<file path="src/rtl/pipe_reg_chain.sv">
// Elastic register chain of DEPTH stages with per-stage valid/ready and bubble collapse.
// Optional saturating output-stall counter enabled by defining PIPE_REG_CHAIN_STALL_CNT_EN.
module pipe_reg_chain #(
    parameter int WIDTH = 16,
    parameter int DEPTH = 3
) (
    input  logic             Clk,
    input  logic             reset,
    input  logic             in_valid,
    input  logic [WIDTH-1:0] in_data,
    output logic             in_ready,
    output logic             out_valid,
    output logic [WIDTH-1:0] out_data,
    input  logic             out_ready,
    input  logic             flush,
    output logic [3:0]       occupancy
`ifdef PIPE_REG_CHAIN_STALL_CNT_EN
    ,
    output logic [15:0]      stall_cnt
`endif
);

    logic [WIDTH-1:0] data_p   [DEPTH];
    logic [WIDTH-1:0] data_src [DEPTH];
    logic [DEPTH-1:0] vld_p;
    logic [DEPTH-1:0] vld_src;
    logic [DEPTH-1:0] vld_nxt;
    logic [DEPTH-1:0] rdy;

    function automatic logic [3:0] popcnt(input logic [DEPTH-1:0] v);
        logic [3:0] n;
        n = '0;
        for (int i = 0; i < DEPTH; i++) begin
            n = n + {3'b000, v[i]};
        end
        return n;
    endfunction

    function automatic logic [15:0] sat_inc(input logic [15:0] v);
        return (v == 16'hFFFF) ? v : v + 16'd1;
    endfunction

    // A stage can load when any stage from it to the output is empty or the output drains;
    // written non-recursively so each ready bit depends only on state and out_ready.
    always_comb begin
        for (int i = 0; i < DEPTH; i++) begin
            rdy[i] = out_ready;
            for (int j = i; j < DEPTH; j++) begin
                if (!vld_p[j]) begin
                    rdy[i] = 1'b1;
                end
            end
        end
    end

    always_comb begin
        vld_src     = DEPTH'({vld_p, in_valid});
        data_src[0] = in_data;
        for (int i = 1; i < DEPTH; i++) begin
            data_src[i] = data_p[i-1];
        end
        for (int i = 0; i < DEPTH; i++) begin
            if (flush) begin
                vld_nxt[i] = 1'b0;
            end else if (rdy[i]) begin
                vld_nxt[i] = vld_src[i];
            end else begin
                vld_nxt[i] = vld_p[i];
            end
        end
    end

    // Stage registers: flush squashes valids but leaves data untouched.
    always_ff @(posedge Clk or negedge reset) begin
        if (!reset) begin
            vld_p     <= '0;
            occupancy <= '0;
            for (int i = 0; i < DEPTH; i++) begin
                data_p[i] <= '0;
            end
        end else begin
            vld_p     <= vld_nxt;
            occupancy <= popcnt(vld_nxt);
            for (int i = 0; i < DEPTH; i++) begin
                if (!flush && rdy[i]) begin
                    data_p[i] <= data_src[i];
                end
            end
        end
    end

    assign in_ready  = rdy[0] & ~flush;
    assign out_valid = vld_p[DEPTH-1];
    assign out_data  = data_p[DEPTH-1];

`ifdef PIPE_REG_CHAIN_STALL_CNT_EN
    always_ff @(posedge Clk or negedge reset) begin
        if (!reset) begin
            stall_cnt <= '0;
        end else if (out_valid && !out_ready) begin
            stall_cnt <= sat_inc(stall_cnt);
        end
    end
`endif

endmodule

</file>
<file path="config.mk">
export PLATFORM = sky130hd
export DESIGN_NAME = pipe_reg_chain
export DESIGN_NICKNAME = d
export VERILOG_FILES = /design/src/rtl/pipe_reg_chain.sv
export SDC_FILE = /design/constraint.sdc
export NUM_CORES = 1
export LEC_CHECK = 0
export ABC_CLOCK_PERIOD_IN_PS = 1800
export CAP_MARGIN = 30
export CORE_AREA = 3 3 69 71
export CTS_BUF_LIST = sky130_fd_sc_hd__clkbuf_8
export CTS_CLUSTER_SIZE = 28
export DETAILED_ROUTE_END_ITERATION = 8
export DIE_AREA = 0 0 72 74
export GPL_ROUTABILITY_DRIVEN = 1
export PLACE_DENSITY = 0.82
export SLEW_MARGIN = 20
export SYNTH_ARGS = -nofsm -noshare
export SYNTH_HDL_FRONTEND = slang
export SYNTH_SLANG_ARGS = --single-unit
</file>
<file path="constraint.sdc">
create_clock -name Clk -period 1.8 [get_ports Clk]
set_input_delay 0.36 -clock Clk [delete_from_list [all_inputs] [get_ports Clk]]
set_output_delay 0.36 -clock Clk [all_outputs]
set_load 0.02 [all_outputs]
</file>
Yosys cells after proc, flatten, opt, wreduce, memory -nomap -nowiden --
Cells that the tools add are included. Widths: inputs -> output; s select.
Word-level totals: register bits after elaboration 54, bits of input ports 21, output and inout port bits 22, logic and storage cells 25
Cells by class: add/subtract/negate cells 2, multiplexer cells 12, bitwise operators 2, reductions and logical operators 4
Operators by type and width (count):
- $mux 1 | 12
- $add 2x1->3 | 1
- $logic_and 1x1->1 | 3
- $add 1x1->2 | 1
- $and 1x1->1 | 1
- $logic_not 1->1 | 1
- $not 1->1 | 1

Depth between registers and ports, before layout --
Gate-level depths: netlist (run 1).
depth in word-level cells 7, mapped depth 5, mapped depth without buffers 4

Least setup slack after synthesis (run 1) --
Ideal clock, no wire load.
path kind reg-to-reg, start point register vld_p[2], end point register data_p[37] (netlist bit), library setup time 125 ps, data arrival time 1504 ps, required time 1675 ps, path slack 171 ps, cell stages (with the launch flop) 6, path buffers 2, period minus slack after synthesis 1629 ps, path through dfrtp_1 -> nor2b_4 -> buf_6 -> a31oi_4 -> buf_12 -> mux2_4
Between the ends: cells in the longest elaborated chain, start to end 2
Ends and longest elaborated chain:
- start, declared | line 25 | logic [DEPTH-1:0] vld_p;
- start signal, assigned | line 82 | vld_p <= vld_nxt;
- $mux 1 | line 49 | if (!vld_p[j]) begin
- $logic_and 1x1->1 | line 85 | if (!flush && rdy[i]) begin
- end signal, assigned by index | line 86 | data_p[i] <= data_src[i];
- end, declared | line 23 | logic [WIDTH-1:0] data_p [DEPTH];
No other way between the ends. A chain may end at the register's enable or synchronous reset.

Worst setup path after layout (run 1) --
start point input out_ready, end point output in_ready
Between the ends: cells in the longest elaborated chain, start to end 4
Ends and longest elaborated chain:
- start, declared | line 14 | input logic out_ready,
- $mux 1 (3 in a row) | line 49
- $and 1x1->1 | line 92 | assign in_ready = rdy[0] & ~flush;
- end, declared | line 11 | output logic in_ready,
No other way between the ends.

==> results of run 1 <==
[stage by stage]
stage | cell area [sq um] | setup slack [ns]
final | 2700 | 0.0545
after CTS | 2700 | 0.0446
after detailed placement | 2570 | -0.311
after floorplan | 2210 | 0.171
after global placement | 2570 | -0.293
after global routing | 2700 | 0.0136
[critical path, stage by stage]
cell	delay, ns
clkdlybuf4s50_1	0.50
nor2b_4	0.06
a31oi_4	0.17
clkdlybuf4s15_2	0.29
[final timing paths]
path | depth (start not counted) | slack (ns) | endpoint | from
max | 4 | 0.05 | in_ready | out_ready
min | 1 | 0.50 | out_data[13] | data_p[29]
max reg2reg | 5 | 0.25 | occupancy[0] | vld_p[2]
min reg2reg | 1 | 0.50 | out_data[13] | data_p[29]
max in group asynchronous | 3 | 0.67 | out_data[10] | reset
min in group asynchronous | 2 | 0.51 | data_p[30] | reset
[repair_timing]
item,in CTS,in global routing
hold buffers,1,0
endpoints found under the hold margin,18,0
gates resized for setup,3,0
endpoints found under the setup margin,1,0
[flip-flops by register name, summed over array words and instances (netlist names)]
| signal | count |
|---|---|
| data_p | 32 |
| vld_p | 3 |
| out_data | 16 |
| occupancy | 2 |
[cells in the mapped netlist, types with 2 or more instances]
master | number | area share, %
mux2_2 | 38 | 19
buf_4 | 19 | 6.5
mux2_4 | 9 | 6.1
buf_6 | 2 | 1.0
dfrtp_1 | 53 | 60
nor2_1 | 4 | 0.68
[report_power, final]
group          internal (mW)  switching [mW]  leakage [nW]  total, mW
Clock                  0.452           0.368        0.0574      0.820
Sequential              1.36          0.0924         0.629       1.45
Combinational          0.346           0.250         0.480      0.596
[cell type report]
cell class                 instances  area, sq um
clock buffer                       6         82.6
clock inverter                     2         37.5
multi-input combinational         61          691
fill                             307         1590
sequential                        53         1330
tap                               52         65.1
timing repair buffer              50          499
[kinds of logic (layout without fill, tap and decap cells)]
kind of cell               count (synthesis)  in the layout
DFF                                       53             53
buffers and inverters                     23             58
adders and majority gates                  1              1
AOI/OAI and AO/OA                          4              4
muxes                                     48             48
other                                      1              2
and+or+nand+nor                            6              6
[layer usage]
layer | wire (um) | up-vias | GRT usage (%)
li1 | - | 510 | -
met1 | 1470 | 594 | 18.0
met2 | 1930 | 29 | 26.9
met3 | 148 | 7 | 4.05
met4 | 90 | 0 | 7.72
met5 | 0 | - | 0
==> qor.yml, run 1 <==
num_rows: 24
gp_congestion: 0.758
cap_violations: 0
boundaryPins: 43
dieWidth_um: 72
whs_ns: 0.503
totalWireLength_mm: 3.64
dpl.hpwl_mm: 2.70
syn_area_sq_um: 2200
instances_no_fill: 224
grt_overflow: 0
peakVddDrop_mv: 0.510
rsz0062_at_grt: "no"
final-hold-violation-count: 0
drive_above_1_share_pct: 40.7
synth_cell_types: 17
synthAdderAreaFrac_pct: 0.909
fmax_ghz: 0.573
clockBufferDepth: 2
antenna_left: 0
endpoint_kind: "output pin"
startpoint_type: "input pin"
final.setup.tns_ns: 0
routedWlPerCell_um: 16.2
die_area_sq_um: 5330
cts_root_buffer: "clkbuf_8"
synth_top_family_by_area: "multiplexers"
crit_required_ns: 1.44
clkLatencyLatePin_ns: 0.30
grt_pass1_wl_mm: 6.20
synth_enable_flop_cells: 0
crit_fanout: 2
ys_ff_latch: 53
synth-xor-area-share_pct: 0
final_common_cell: "dfrtp_1"
area_delta_synth_final_pct: 22.6
clock-sinks: 53
cts_htree_levels: 2
crit_arrival_ns: 1.39
status: "finished, final reports clean"
grt_pass1_vias: 1295
cts_setup_buffers: 0
postSynthAreaPerCell_sq_um: 16.2
dp.cells: 215
grt_max_degree: 22
dr.pass1.iters: 3
die_h_um: 74
io_buffers: 40
finalCritPeriodShare_pct: 97.0
final_nets: 193
start_util_pct: 51.3
cts_made_buffers: 5
leakage_nw: 1.17
antenna_found_initial: 0
skew_ns: 0.00800
setup_viol: 0
yosysWarnings: 0
netlist_instances: 136
maxSlewViolCount: 0
cts_tree: "built"
hp-class: "reg -> reg"
powerDensity_nw_per_um2: 1060
async_reset_ff_share_pct: 100
n_antenna_cell: 0
synth_compound_area_share_pct: 2.21
track_usage_pct: 15.5
ys_dominant_reg_cell: "dfrtp_1"
seq_area_frac_synth_pct: 60.2
via_count: 1140
synthMuxAreaShare_pct: 26.1
period_needed_ns: 1.75
path_class: "in -> out"
power_mw: 2.87
core_sq_um: 4290
final_cell_mix: "dfrtp_1 (53), mux2_2 (38), clkdlybuf4s50_1 (38)"
final_util_pct: 62.9
clk_pin_slew_ns: 0.09
first_iter_violations: 47
synth-simple-area-share_pct: 1.82
viasPerCell: 5.09
drc: 0
Power figures use the tool's default switching activity.
==> run 2: changes to the inputs <==
CORE_AREA = 2 2 68 70   (was 3 3 69 71)
DIE_AREA = 0 0 70 72   (was 0 0 72 74)
==> qor.yml, run 2 (same netlist as run 1, synthesis figures left out) <==
status: "complete, but fails checks"
violations: "negative hold slack"
p_sw_mw: 0.702  # -1.2%
via_count: 1110  # -2.6%
n_antenna_cell: 0  # unchanged
final_cell_mix: "dfrtp_1 (53), mux2_2 (38), clkdlybuf4s50_1 (38)"
reg2regPathDepth: 5  # unchanged
rsz0062_at_grt: "no"
cap_violations: 0  # unchanged
instances_no_fill: 222  # -0.89%
final-hold-violation-count: 2  # +2
clk_pin_slew_ns: 0.09  # about the same
ctsHoldBuffers: 0  # -1
crit_path_max_incr_delay_ns: 0.50  # about the same
cts_htree_levels: 2  # unchanged
clkLatencyLatePin_ns: 0.30  # about the same
crit_arrival_ns: 1.41  # +0.02 ns
post-place-ws_ns: -0.283  # +0.0272 ns
clock-sinks: 53  # unchanged
leakage_nw: 1.17  # about the same
final_nets: 191  # -1.0%
antenna_found_initial: 0  # unchanged
seqPwrFrac_pct: 51.0  # +0.3 points
cts_made_buffers: 5  # unchanged
final_common_cell: "dfrtp_1"
critPathTopFamily: "buffers and inverters"
fillers: 317  # +3.3%
largest_register_ffs: 32  # unchanged
setup_viol: 0  # unchanged
track_usage_pct: 16.0  # +0.50 points
finalCritPeriodShare_pct: 98.3  # +1.3 points
grt_pass1_wl_mm: 6.14  # -0.89%
routedWlPerCell_um: 16.5  # +1.5%
die_area_sq_um: 5040  # -5.4%
grt_max_degree: 22  # unchanged
drc: 0  # unchanged
final.setup.tns_ns: 0  # unchanged
startpoint_type: "input pin"
placed_area_sq_um: 2570  # +0.19%
r2r-end: "occupancy[0]"
path_class: "in -> out"
area_delta_synth_final_pct: 22.1
grt_overflow: 0  # unchanged
clkPwrFrac_pct: 28.2  # -0.4 points
crit_required_ns: 1.44  # about the same
die_h_um: 72  # -2.7%
first_iter_violations: 35  # -26%
dpl.hpwl_mm: 2.59  # -4.3%
skew_ns: 0.00426  # -0.00374 ns
fmax_ghz: 0.565  # -1.4%
clockBufferDepth: 2  # unchanged
combPwrFrac_pct: 20.9  # about the same
gp_congestion: 0.691  # -8.9%
dieWidth_um: 70  # -2.8%
period_needed_ns: 1.77  # +0.0241 ns
powerDensity_nw_per_um2: 1060  # about the same
antenna_left: 0  # unchanged
worst_path_max_delay_cell: "clkdlybuf4s50_1"
boundaryPins: 43  # unchanged
totalWireLength_mm: 3.66  # +0.63%
start_util_pct: 51.7  # +0.36 points
dp.cells: 214  # -0.47%
whs_ns: -0.00114  # -0.504 ns
r2r_setup_slack_ns: 0.25  # about the same
swShare_pct: 24.6  # -0.19 points
peakVddDrop_mv: 0.527  # +3.2%
core_sq_um: 4260  # -0.70%
viasPerCell: 5.00  # -1.8%
internal_power_mw: 2.16  # -0.19%
cts_root_buffer: "clkbuf_8"
cts_setup_buffers: 0  # unchanged
cp.buffers_inverters: 2  # unchanged
crit_fanout: 2  # unchanged
hp-class: "in -> async"
r2r_start: "vld_p[2]"
grt_pass1_vias: 1260  # -2.7%
dr.pass1.iters: 3  # unchanged
drive_above_1_share_pct: 39.4  # -1.3 points
io_buffers: 40  # unchanged
maxSlewViolCount: 0  # unchanged
largest_register: "data_p"
crit_chain: "clkdlybuf4s50_1 > nor2b_4 > a31oi_4 > clkdlybuf4s15_1"
power_mw: 2.86  # -0.43%
cts_tree: "built"
endpoint_kind: "output pin"
num_rows: 24  # unchanged
stdcell_area_sq_um: 2690  # -0.37%
final.setup.worst_slack_ns: 0.0304  # -0.0241 ns
run 2: changes by cell type in the layout (fill, tap and decap cells not counted):
cell,before,now
buf_4,7,5
clkdlybuf4s15_1,0,1
buf_12,2,3
dlygate4sd3_1,1,0
inv_1,0,1
clkinvlp_4,1,0
clkdlybuf4s15_2,1,0
run 2: how the worst max path moves through the flow:
stage	start	slack (ns)	end	cells past startpoint
5_1_grt	out_ready	0.003	in_ready	4
6_report	out_ready	0.03	in_ready	4
4_1_cts	out_ready	0.02	in_ready	4
3_5_place_dp	out_ready	-0.28	in_ready	4
2_1_floorplan	vld_p[2]	0.17	data_p[37]	5
3_3_place_gp	out_ready	-0.29	in_ready	4
run 2: worst reg2reg max path, cell delays in order, from the launching register on:
cell     delay [ns]
dfrtp_1        0.36
nor2b_4        0.18
buf_4          0.17
a31oi_1        0.08
nor2_1         0.20
fa_1           0.43
run 2: layer usage:
layer  vias up  wire (um)  GRT usage (%)
met1       571       1490           19.1
met2        23       2000           28.7
met4         0         50           5.13
met5         -          0              0
li1        509          -              -
met3         7        125           4.31
run 2: cell type report:
cell class | count | area [sq um] | area share (%)
Clock buffer | 6 | 82.6 | 3.07
Tap cell | 52 | 65.1 | 2.42
Timing Repair Buffer | 48 | 493 | 18.3
Clock inverter | 2 | 33.8 | 1.26
Multi-Input combinational cell | 61 | 691 | 25.7
Sequential cell | 53 | 1330 | 49.3
run 2: stage by stage:
step,utilization (%),hold WS [ns]
after floorplan,-,0.0644
after global placement,60.4,0.318
after detailed placement,60.4,0.330
after CTS,63.1,0.00326
after global routing,63.1,0.0219
final,63.1,-0.00114
run 2: timing repair:
item                                   in CTS  in global routing
resized for setup                           2                  0
setup endpoints to repair                   1                  0
endpoints found under the hold margin       0                  0
run 2: power groups by stage:
| stage | sequential (mW) | combinational (mW) | clock [mW] |
|---|---|---|---|
| floorplan | 1.45 | 0.437 | 0 |
| global placement | 1.46 | 0.586 | 0 |
| detailed placement | 1.48 | 0.605 | 0 |
| CTS | 1.46 | 0.608 | 0.821 |
| global route | 1.48 | 0.633 | 0.874 |
| finish | 1.46 | 0.597 | 0.805 |
